**src/rtl/wb_port_arbiter.sv**
```systemverilog
// Round-robin arbiter for the register-file write port shared by ALU, load and mul/div units.
// Optional simulation trace of every transfer when WB_TRACE_EN is defined.
module wb_port_arbiter #(
  parameter int unsigned XLEN  = 64,
  parameter int unsigned CNT_W = 16
) (
  input  logic             clk,
  input  logic             rst_n,
  input  logic             alu_valid,
  input  logic [4:0]       alu_rd,
  input  logic [XLEN-1:0]  alu_data,
  output logic             alu_ready,
  input  logic             ld_valid,
  input  logic [4:0]       ld_rd,
  input  logic [XLEN-1:0]  ld_data,
  output logic             ld_ready,
  input  logic             md_valid,
  input  logic [4:0]       md_rd,
  input  logic [XLEN-1:0]  md_data,
  output logic             md_ready,
  input  logic             clr_cnt,
  output logic             rf_we,
  output logic [4:0]       rf_waddr,
  output logic [XLEN-1:0]  rf_wdata,
  output logic [1:0]       wb_src,
  output logic [CNT_W-1:0] conflict_cnt
);

  localparam logic [1:0] SrcNone = 2'd3;

  logic [2:0]      valid;
  logic [2:0]      ready;
  logic [1:0]      ptr_q, ptr_d;
  logic            xfer;
  logic [1:0]      sel_idx;
  logic [4:0]      sel_rd;
  logic [XLEN-1:0] sel_data;
  logic            conflict;

  logic            rf_we_q;
  logic [4:0]      rf_waddr_q;
  logic [XLEN-1:0] rf_wdata_q;
  logic [1:0]      wb_src_q;
  logic [CNT_W-1:0] cnt_q;

  assign valid = {md_valid, ld_valid, alu_valid};

  // Search order starts at ptr_q and wraps; first valid requester wins.
  always_comb begin
    ready = 3'b000;
    unique case (ptr_q)
      2'd1: begin
        if (valid[1])      ready = 3'b010;
        else if (valid[2]) ready = 3'b100;
        else if (valid[0]) ready = 3'b001;
      end
      2'd2: begin
        if (valid[2])      ready = 3'b100;
        else if (valid[0]) ready = 3'b001;
        else if (valid[1]) ready = 3'b010;
      end
      default: begin
        if (valid[0])      ready = 3'b001;
        else if (valid[1]) ready = 3'b010;
        else if (valid[2]) ready = 3'b100;
      end
    endcase
  end

  assign alu_ready = ready[0];
  assign ld_ready  = ready[1];
  assign md_ready  = ready[2];
  assign xfer      = |ready;

  always_comb begin
    sel_idx  = 2'd0;
    sel_rd   = alu_rd;
    sel_data = alu_data;
    ptr_d    = ptr_q;
    unique case (ready)
      3'b001: begin
        sel_idx  = 2'd0;
        sel_rd   = alu_rd;
        sel_data = alu_data;
        ptr_d    = 2'd1;
      end
      3'b010: begin
        sel_idx  = 2'd1;
        sel_rd   = ld_rd;
        sel_data = ld_data;
        ptr_d    = 2'd2;
      end
      3'b100: begin
        sel_idx  = 2'd2;
        sel_rd   = md_rd;
        sel_data = md_data;
        ptr_d    = 2'd0;
      end
      default: ;
    endcase
  end

  assign conflict = (valid[0] & valid[1]) | (valid[0] & valid[2]) | (valid[1] & valid[2]);

  always_ff @(posedge clk or negedge rst_n) begin
    if (!rst_n) begin
      ptr_q <= 2'd0;
    end else begin
      ptr_q <= ptr_d;
    end
  end

  // x0 writes complete the handshake but never reach the register file.
  always_ff @(posedge clk or negedge rst_n) begin
    if (!rst_n) begin
      rf_we_q    <= 1'b0;
      rf_waddr_q <= 5'd0;
      rf_wdata_q <= '0;
      wb_src_q   <= SrcNone;
    end else if (xfer && (sel_rd != 5'd0)) begin
      rf_we_q    <= 1'b1;
      rf_waddr_q <= sel_rd;
      rf_wdata_q <= sel_data;
      wb_src_q   <= sel_idx;
    end else begin
      rf_we_q    <= 1'b0;
      wb_src_q   <= SrcNone;
    end
  end

  always_ff @(posedge clk or negedge rst_n) begin
    if (!rst_n) begin
      cnt_q <= '0;
    end else if (clr_cnt) begin
      cnt_q <= '0;
    end else if (conflict && (cnt_q != {CNT_W{1'b1}})) begin
      cnt_q <= cnt_q + 1'b1;
    end
  end

  assign rf_we        = rf_we_q;
  assign rf_waddr     = rf_waddr_q;
  assign rf_wdata     = rf_wdata_q;
  assign wb_src       = wb_src_q;
  assign conflict_cnt = cnt_q;

`ifdef WB_TRACE_EN
  logic [63:0] trace_cyc_q;

  always_ff @(posedge clk or negedge rst_n) begin
    if (!rst_n) begin
      trace_cyc_q <= '0;
    end else begin
      trace_cyc_q <= trace_cyc_q + 64'd1;
    end
  end

  always_ff @(posedge clk) begin
    if (rst_n && xfer) begin
      if (sel_rd == 5'd0) begin
        $display("[%0d] wb %s x0 dropped", trace_cyc_q,
                 (sel_idx == 2'd0) ? "alu" : (sel_idx == 2'd1) ? "ld" : "md");
      end else begin
        $display("[%0d] wb %s rd=%0d data=%0d", trace_cyc_q,
                 (sel_idx == 2'd0) ? "alu" : (sel_idx == 2'd1) ? "ld" : "md",
                 sel_rd, sel_data);
      end
    end
  end
`else
  // Trace disabled: no simulation-only logic is compiled.
`endif

endmodule

```
**config.mk**
```make
export PLATFORM = sky130hd
export DESIGN_NAME = wb_port_arbiter
export DESIGN_NICKNAME = d
export VERILOG_FILES = /design/src/rtl/wb_port_arbiter.sv
export SDC_FILE = /design/constraint.sdc
export NUM_CORES = 1
export LEC_CHECK = 0
export ABC_CLOCK_PERIOD_IN_PS = 6300
export CAP_MARGIN = 5
export CORE_ASPECT_RATIO = 1.5
export CORE_MARGIN = 3
export CORE_UTILIZATION = 30
export CTS_CLUSTER_SIZE = 25
export DETAILED_ROUTE_END_ITERATION = 7
export DONT_BUFFER_PORTS = 1
export SLEW_MARGIN = 20
export SYNTH_ARGS = -nofsm -noshare
export SYNTH_HDL_FRONTEND = slang
export SYNTH_SLANG_ARGS = --single-unit
```
**constraint.sdc**
```tcl
create_clock -name clk -period 6.3 [get_ports clk]
set_clock_uncertainty 0.15 [all_clocks]
set_input_delay 0.63 -clock clk [delete_from_list [all_inputs] [get_ports clk]]
set_output_delay 0.63 -clock clk [all_outputs]
set_load 0.01 [all_outputs]
```
==> impl_metrics.ini, run 1 <==
[pwr]
ir_drop_uv = 243.0
leakage_nw = 2.471
p_per_area_mw_per_mm2 = 601.7

[timing]
final-hold-violation-count = 0
slew_headroom = 0.5360
fin_crit_ns = 4.179
timing.fmax_ghz = 0.2393
layout_setup_ws_ns = 2.121
final_max_slew_viol_count = 0
rsz0062_at_grt = false
whs_ns = 0.02171
final.setup.tns_ns = 0
fin_crit_sh = 0.6633
setup_viol = 0
tightest_slew_ns = 0.6960

[floorplan]
core_mm2 = 0.01528
pin_count = 304
start_util = 0.3101
die_area_mm2 = 0.01737
die_height_um = 159.9
fp.dieW_um = 108.6
num_rows = 55

[route]
post_drt_wl_per_cell_um = 22.73
vias_per_cell = 5.753
wl_um = 14250
ant_nets = 0
dr.pass1.iters = 8
drc = 0
drt-initial-drc-count = 388
num_vias = 3607

[setup_path]
crit_start = ptr_q[0]
worstReg2RegStart = ptr_q[0]
cp.arrival_ns = 4.28
criticalPathCategory = reg2reg
rr_endpoint = rf_wdata[45]
crit_fanout = 49
worstPathRequired_ns = 6.40
start_kind = register
r2r_slack_ns = 2.12
cp-end-kind = register
reg2regPathDepth = 11

[synth]
yosysUniqueCellTypes = 34
ys_warn_count = 0
async_flop_share = 1.000
avgSynthCellArea_um2 = 10.74
synthFlopType = dfrtp_1
ys_ff_latch = 90
synth-edff-count = 0
synthesis.area_mm2 = 0.004737
ys_seq_area_frac = 0.4760
syn-instance-count = 441
syn-num-nets = 657

[final_layout]
final_cell_mix = dfrtp_1 (88), inv_1 (75), a222oi_1 (67), mux2i_1 (67), nor2_1 (17)
fin_area_mm2 = 0.005205
area_growth_syn_to_layout_pct = 9.878
final_nets = 639
n_antenna_cell = 0
layout_commonest_cell = dfrtp_1
drive_gt1_frac = 0.06542
final_util = 0.3407

[clock_network]
htreeDepth = 3
clkSinkCount = 90
clockBufferDepth = 2
cts_buffers = 9
cts-root-buf = clkbuf_16
clock_latency_ns = 0.34
clkTransAtPathRegs_ns = 0.07
cts_tree = yes

[placed_design]
preCtsSetupSlack_ns = 2.112
dpl_cell_area_mm2 = 0.004846
dp_hpwl_um = 10670
portBuffers = 0
routabilityCongestion = 0.8298

[outcome]
outcome = finished, final reports clean

[global_routing]
grt_pass1_wl_um = 21370
grt_usage = 0.1594
antenna_found_initial = 0
grt_pass1_vias = 3825
overflow = 0
grt_max_degree = 91

[hold_path]
hold_class = in2async

[run]
cap_viol_max_count = 0
cells by family after synthesis:
family                     Yosys count  synth area share
AOI/OAI and AO/OA                   97            0.1815
xor gates and xnor gates            14           0.02588
adders and majority gates            4           0.01004
buffers and inverters              110            0.1014
DFF                                 90            0.4760
muxes                               67            0.1416
and+or+nand+nor                     59           0.06366
flip-flops by register name, summed over array words and instances, names as in the netlist:
register,flops
wb_src,2
conflict_cnt,16
rf_wdata,64
ptr_q,2
rf_we,1
rf_waddr,5
cell usage after synthesis, drive strengths merged (3+ instances only):
library cell | count | share of area
nand4 | 8 | 0.011
mux2i | 67 | 0.14
a21oi | 8 | 0.0085
nand3 | 6 | 0.0063
dfrtp | 88 | 0.46
inv | 75 | 0.059
nor2 | 17 | 0.013
o21ai | 8 | 0.0085
o21a | 4 | 0.0063
xor2 | 10 | 0.018
nand2b | 4 | 0.0053
and2 | 5 | 0.0066
nand2 | 9 | 0.0071
clkbuf | 23 | 0.018
nor2b | 3 | 0.0040
a222oi | 67 | 0.14
buf | 12 | 0.024
xnor2 | 4 | 0.0074
ha | 3 | 0.0079
worst max-delay path by stage:
stage / to / slack, ns / cells after the start
after floorplan: rf_waddr[3] / 3.55 / 11
after global placement: rf_wdata[43] / 2.38 / 11
after detailed placement: rf_wdata[44] / 2.11 / 11
after CTS: rf_wdata[44] / 2.08 / 11
after global routing: rf_wdata[44] / 1.72 / 11
final: rf_wdata[45] / 2.12 / 11
through the flow:
step,cells,total power [mW]
after floorplan,441,2.305
after global placement,610,2.473
after detailed placement,610,2.559
after CTS,627,3.181
after global routing,627,3.378
final,627,3.132
metal layers:
metal,vias up,GRT usage,share of wire
met5,-,0,0
met2,244,0.2760,0.52
li1,1602,-,-
met1,1744,0.1780,0.35
met3,17,0.06308,0.12
met4,0,0.04710,0.016
where the power goes:
part | total [mW] | switching (mW) | internal, mW
Sequential | 1.15 | 0.301 | 0.850
Combinational | 1.39 | 0.799 | 0.587
Clock | 0.596 | 0.226 | 0.370
timing repair:
item / in CTS / in global routing
gates resized for setup: 0 / 0
endpoints found under the hold margin: 90 / 0
hold buffers: 1 / 0
setup buffers: 0 / 0
critical path, stage by stage, from the launching register on:
cell	delay, ns
dfrtp_1	0.38
inv_1	0.06
ha_1	0.39
inv_1	0.08
nor3_1	0.25
o21a_2	0.46
buf_4	0.53
a222oi_1	0.24
nand4_1	0.16
o31a_2	0.48
buf_4	0.58
mux2i_1	0.26
final cells by class:
type,count,area (µm²)
flip-flops and latches,90,2255
multi-input cells,241,2023
fillers,1532,10070
inverters,75,281.5
repair buffers,6,65.06
clock buffers,12,256.5
clock inverters,4,75.07
well taps,199,249.0
No activity file was read; power rests on OpenSTA's default activity.
==> inputs of run 2 (changes only) <==
--- a/config.mk
+++ b/config.mk
@@ -5,7 +5,7 @@
 export SDC_FILE = /design/constraint.sdc
 export NUM_CORES = 1
 export LEC_CHECK = 0
-export ABC_CLOCK_PERIOD_IN_PS = 6300
+export ABC_CLOCK_PERIOD_IN_PS = 4000
 export CAP_MARGIN = 5
 export CORE_ASPECT_RATIO = 1.5
 export CORE_MARGIN = 3
==> constraint.sdc (replaced) <==
create_clock -name clk -period 4 [get_ports clk]
set_clock_uncertainty 0.15 [all_clocks]
set_input_delay 0.4 -clock clk [delete_from_list [all_inputs] [get_ports clk]]
set_output_delay 0.4 -clock clk [all_outputs]
set_load 0.01 [all_outputs]
==> impl_metrics.ini, run 2 (same netlist as run 1, synthesis figures left out) <==
[clock_network]
clockBufferDepth = 2
ctsResizeCount = 0
clkTransAtPathRegs_ns = 0.07
cts_tree = yes
clkSinkCount = 90
htreeDepth = 3
cts-root-buf = clkbuf_16
clock_latency_ns = 0.34
post_cts_buffers = 0
cts_buffers = 9

[timing]
slew_headroom = 0.6024
layout_setup_ws_ns = 0.5916
final-hold-violation-count = 0
final.setup.tns_ns = 0
final_max_slew_viol_count = 0
fin_crit_ns = 3.408
rsz0062_at_grt = false
timing.fmax_ghz = 0.2934
tightest_slew_ns = 0.5944
fin_crit_sh = 0.8521
setup_viol = 0

[final_layout]
n_fill_cell = 1539
area_growth_syn_to_layout_pct = 10.78
n_antenna_cell = 0
multi_input_area_mm2 = 0.002023
regArea_mm2 = 0.002255
layout_commonest_cell = dfrtp_1
final_nets = 643
fin_area_mm2 = 0.005248
drive_gt1_frac = 0.06944
instances_no_fill = 631
largest_register_ffs = 64
final_cell_mix = dfrtp_1 (88), inv_1 (75), a222oi_1 (67), mux2i_1 (67), nor2_1 (17)

[pwr]
total_power_mw = 4.971
p_per_area_mw_per_mm2 = 947.2
leakage_nw = 2.499
ir_drop_uv = 1106

[setup_path]
cp-end-kind = register
cp_slowest_cell = o31a_2
slowest_delay_ns = 0.43
cp.arrival_ns = 3.45
worstPathRequired_ns = 4.04
critical_path_buf_inv_count = 2
criticalPathCategory = reg2reg
worstPathCellList = inv_1, ha_1, nor2b_1, a31oi_1, o221ai_4, a222oi_1, nand4_1, o31a_2, buf_12, mux2i_1
critical_path.top_delay_family = compound AO/OA/AOI/OAI gates
crit_fanout = 70
start_kind = register

[floorplan]
start_util = 0.3101
die_height_um = 159.9
fp.dieW_um = 108.6
pin_count = 304
core_mm2 = 0.01528
num_rows = 55
die_area_mm2 = 0.01737

[run]
cap_viol_max_count = 0

[global_routing]
grt_max_degree = 91
grt_pass1_wl_um = 21040
antenna_found_initial = 0
grt_pass1_vias = 3833
grt_usage = 0.1555
overflow = 0

[placed_design]
dp_hpwl_um = 10630
portBuffers = 0
preCtsSetupSlack_ns = 0.5829
dpl_cell_area_mm2 = 0.004873
place_inst = 612
routabilityCongestion = 0.8075

[route]
num_vias = 3636
drt-initial-drc-count = 430
vias_per_cell = 5.762
drc = 0
ant_nets = 0
wl_um = 14050
post_drt_wl_per_cell_um = 22.26
dr.pass1.iters = 8

[outcome]
outcome = finished, final reports clean

[hold_path]
hold_class = in2reg
-- run 2: cell count changes in the layout (fill, tap and decap cells not counted), sizes merged --
| cell | change |
|---|---|
| inv | +3 |
| buf | +2 |
| clkbuf | -2 |
| clkinvlp | -2 |
| dlygate4sd3 | +2 |
| clkinv | +1 |
-- run 2: area by class of cell --
| cell class | count | area share |
|---|---|---|
| clock buffers | 10 | 0.04363 |
| clock inverters | 6 | 0.01860 |
| well taps | 199 | 0.04745 |
| multi-input cells | 241 | 0.3856 |
| flip-flops and latches | 90 | 0.4297 |
| inverters | 75 | 0.05365 |
| repair buffers | 10 | 0.02146 |
-- run 2: repair_timing --
action                                 4_1_cts  5_1_grt
endpoints found under the hold margin      106        0
setup endpoints to repair                    0        0
hold buffers                                 3        0
-- run 2: layer usage --
layer | vias up | track usage | part of all wire
li1 | 1611 | - | -
met1 | 1769 | 0.1769 | 0.36
met2 | 236 | 0.2684 | 0.52
met3 | 20 | 0.05661 | 0.11
met4 | 0 | 0.04767 | 0.016
met5 | - | 0 | 0
-- run 2: stage by stage --
stage | utilization | hold slack (ns)
2_1_floorplan | - | -0.04559
3_3_place_gp | 0.3190 | -0.04354
3_5_place_dp | 0.3190 | -0.04358
4_1_cts | 0.3435 | 0.1035
5_1_grt | 0.3435 | 0.1105
6_report | 0.3435 | 0.1187
-- run 2: power breakdown --
group	switching [mW]	internal, mW	total, mW
clock network	0.377	0.558	0.936
registers	0.470	1.34	1.81
logic	1.27	0.959	2.23
total	2.12	2.86	4.97
-- run 2: worst paths after layout --
check / startpoint / end / slack [ns] / cells after the start
hold / removal: alu_data[37] / rf_wdata[37] / 0.12 / 2
min in group asynchronous: rst_n / conflict_cnt[12] / 0.46 / 2
setup reg to reg: ptr_q[0] / rf_wdata[2] / 0.59 / 10
hold reg to reg: ptr_q[0] / ptr_q[0] / 0.38 / 2
max in group asynchronous: rst_n / rf_we / 2.83 / 2
setup / recovery: ptr_q[0] / rf_wdata[2] / 0.59 / 10
==> inputs of run 3 (changes only) <==
--- a/config.mk
+++ b/config.mk
@@ -5,7 +5,7 @@
 export SDC_FILE = /design/constraint.sdc
 export NUM_CORES = 1
 export LEC_CHECK = 0
-export ABC_CLOCK_PERIOD_IN_PS = 4000
+export ABC_CLOCK_PERIOD_IN_PS = 4100
 export CAP_MARGIN = 5
 export CORE_ASPECT_RATIO = 1.5
 export CORE_MARGIN = 3
==> constraint.sdc (replaced) <==
create_clock -name clk -period 4.1 [get_ports clk]
set_clock_uncertainty 0.15 [all_clocks]
set_input_delay 0.41 -clock clk [delete_from_list [all_inputs] [get_ports clk]]
set_output_delay 0.41 -clock clk [all_outputs]
set_load 0.01 [all_outputs]
==> impl_metrics.ini, run 3 (same netlist as run 1, synthesis figures left out) <==
[outcome]
outcome = finished with violations
violations = DRC

[setup_path]
worstPathRequired_ns = 4.20
cp.arrival_ns = 3.50
start_kind = register
criticalPathCategory = reg2reg
crit_fanout = 51
cp_slowest_cell = o31a_2
critical_path_buf_inv_count = 2
slowest_delay_ns = 0.63
worstPathCellList = inv_1, ha_1, nor2b_1, and2_1, o21a_2, a222oi_1, nand4_1, o31a_2, buf_12, o22ai_1
cp-end-kind = register
critical_path.top_delay_family = compound AO/OA/AOI/OAI gates

[timing]
tightest_slew_ns = 0.6923
fin_crit_ns = 3.404
final-hold-violation-count = 0
setup_viol = 0
slew_headroom = 0.5385
fin_crit_sh = 0.8303
final_max_slew_viol_count = 0
final.setup.tns_ns = 0
rsz0062_at_grt = false
timing.fmax_ghz = 0.2937

[route]
drc = 12
post_drt_wl_per_cell_um = 22.63
ant_nets = 0
vias_per_cell = 5.784
dr.pass1.iters = 8
num_vias = 3650
drt-initial-drc-count = 400
wl_um = 14280

[global_routing]
grt_pass1_vias = 3827
antenna_found_initial = 0
grt_pass1_wl_um = 20890
overflow = 0
grt_usage = 0.1556
grt_max_degree = 91

[clock_network]
post_cts_buffers = 0
clkSinkCount = 90
cts-root-buf = clkbuf_16
clock_latency_ns = 0.34
cts_tree = yes
clkTransAtPathRegs_ns = 0.07
cts_buffers = 9
htreeDepth = 3
clockBufferDepth = 2

[floorplan]
start_util = 0.3101
die_area_mm2 = 0.01737
num_rows = 55
die_height_um = 159.9
fp.dieW_um = 108.6
pin_count = 304
core_mm2 = 0.01528

[placed_design]
routabilityCongestion = 0.8123
dp_hpwl_um = 10970
portBuffers = 0

[pwr]
comb_power_share = 0.447
ir_drop_uv = 430.1
total_power_mw = 4.831
leakage_nw = 2.492
internal_power_mw = 2.793
swShare = 0.4218
p_seq_frac = 0.367
power.net_switching_mw = 2.038
clkPwrFrac = 0.186
p_per_area_mw_per_mm2 = 921.3

[final_layout]
largest_register_ffs = 64
n_antenna_cell = 0
regArea_mm2 = 0.002255
final_nets = 643
drive_gt1_frac = 0.06713
final_cell_mix = dfrtp_1 (88), inv_1 (75), a222oi_1 (67), mux2i_1 (67), nor2_1 (17)
n_fill_cell = 1557
multi_input_area_mm2 = 0.002023
layout_commonest_cell = dfrtp_1
area_growth_syn_to_layout_pct = 10.70

[run]
cap_viol_max_count = 0

[hold_path]
hold_class = in2reg
-- run 3: changes by cell type in the layout (fill, tap and decap cells not counted), sizes merged --
cell	delta
clkbuf	+2
clkinvlp	+1
inv	-3
-- run 3: worst reg2reg max path, stage by stage (launching register included) --
cell,delay (ns)
dfrtp_1,0.37
inv_1,0.06
ha_1,0.38
nor2b_1,0.10
and2_1,0.16
o21a_2,0.31
a222oi_1,0.38
nand4_1,0.19
o31a_2,0.63
buf_12,0.30
o22ai_1,0.28
-- run 3: through the flow --
| step | std cells | cell area [µm²] | utilization | hold WS [ns] | setup slack [ns] |
|---|---|---|---|---|---|
| finish | 631 | 5244 | 0.3432 | 0.1283 | 0.6957 |
| global route | 631 | 5244 | 0.3432 | 0.1377 | 0.4281 |
| CTS | 631 | 5244 | 0.3432 | 0.1148 | 0.6700 |
| detailed placement | 612 | 4873 | 0.3190 | -0.03337 | 0.6903 |
| global placement | 612 | 4873 | 0.3190 | -0.03333 | 0.8179 |
| floorplan | 441 | 4737 | - | -0.03559 | 1.358 |
-- run 3: final timing paths --
| path | from | to | slack [ns] | cells after the start |
|---|---|---|---|---|
| worst max-delay path | ptr_q[0] | rf_waddr[4] | 0.70 | 10 |
| worst min-delay path | alu_data[28] | rf_wdata[28] | 0.13 | 2 |
| worst max register to register | ptr_q[0] | rf_waddr[4] | 0.70 | 10 |
| worst min register to register | ptr_q[0] | ptr_q[0] | 0.39 | 2 |
| max in group asynchronous | rst_n | wb_src[1] | 2.93 | 2 |
| min in group asynchronous | rst_n | conflict_cnt[10] | 0.50 | 2 |
-- run 3: timing repair --
item,CTS,global route
endpoints found under the hold margin,106,0
gates resized for setup,0,0
hold buffers,3,0
-- run 3: per-layer routing --
metal | part of all wire | wire length [µm] | vias up | track usage
met3 | 0.10 | 1484 | 14 | 0.05338
met4 | 0.014 | 204 | 0 | 0.04595
met5 | 0 | 0 | - | 0
met2 | 0.51 | 7314 | 250 | 0.2749
li1 | - | - | 1606 | -
met1 | 0.37 | 5277 | 1780 | 0.1741
-- run 3: final cells by class --
class	count	share of cell area
Clock buffer	12	0.04701
Clock inverter	4	0.01455
Multi-Input combinational cell	241	0.3858
Tap cell	199	0.04748
Inverter	75	0.05369
Timing Repair Buffer	10	0.02147
Sequential cell	90	0.4300
-- run 3: power groups by stage --
stage | combinational, mW | sequential (mW) | clock [mW]
after floorplan | 1.87 | 1.67 | 0
after global placement | 2.05 | 1.78 | 0
after detailed placement | 2.18 | 1.79 | 0
after CTS | 2.20 | 1.78 | 0.930
after global routing | 2.41 | 1.82 | 0.969
final | 2.16 | 1.77 | 0.896
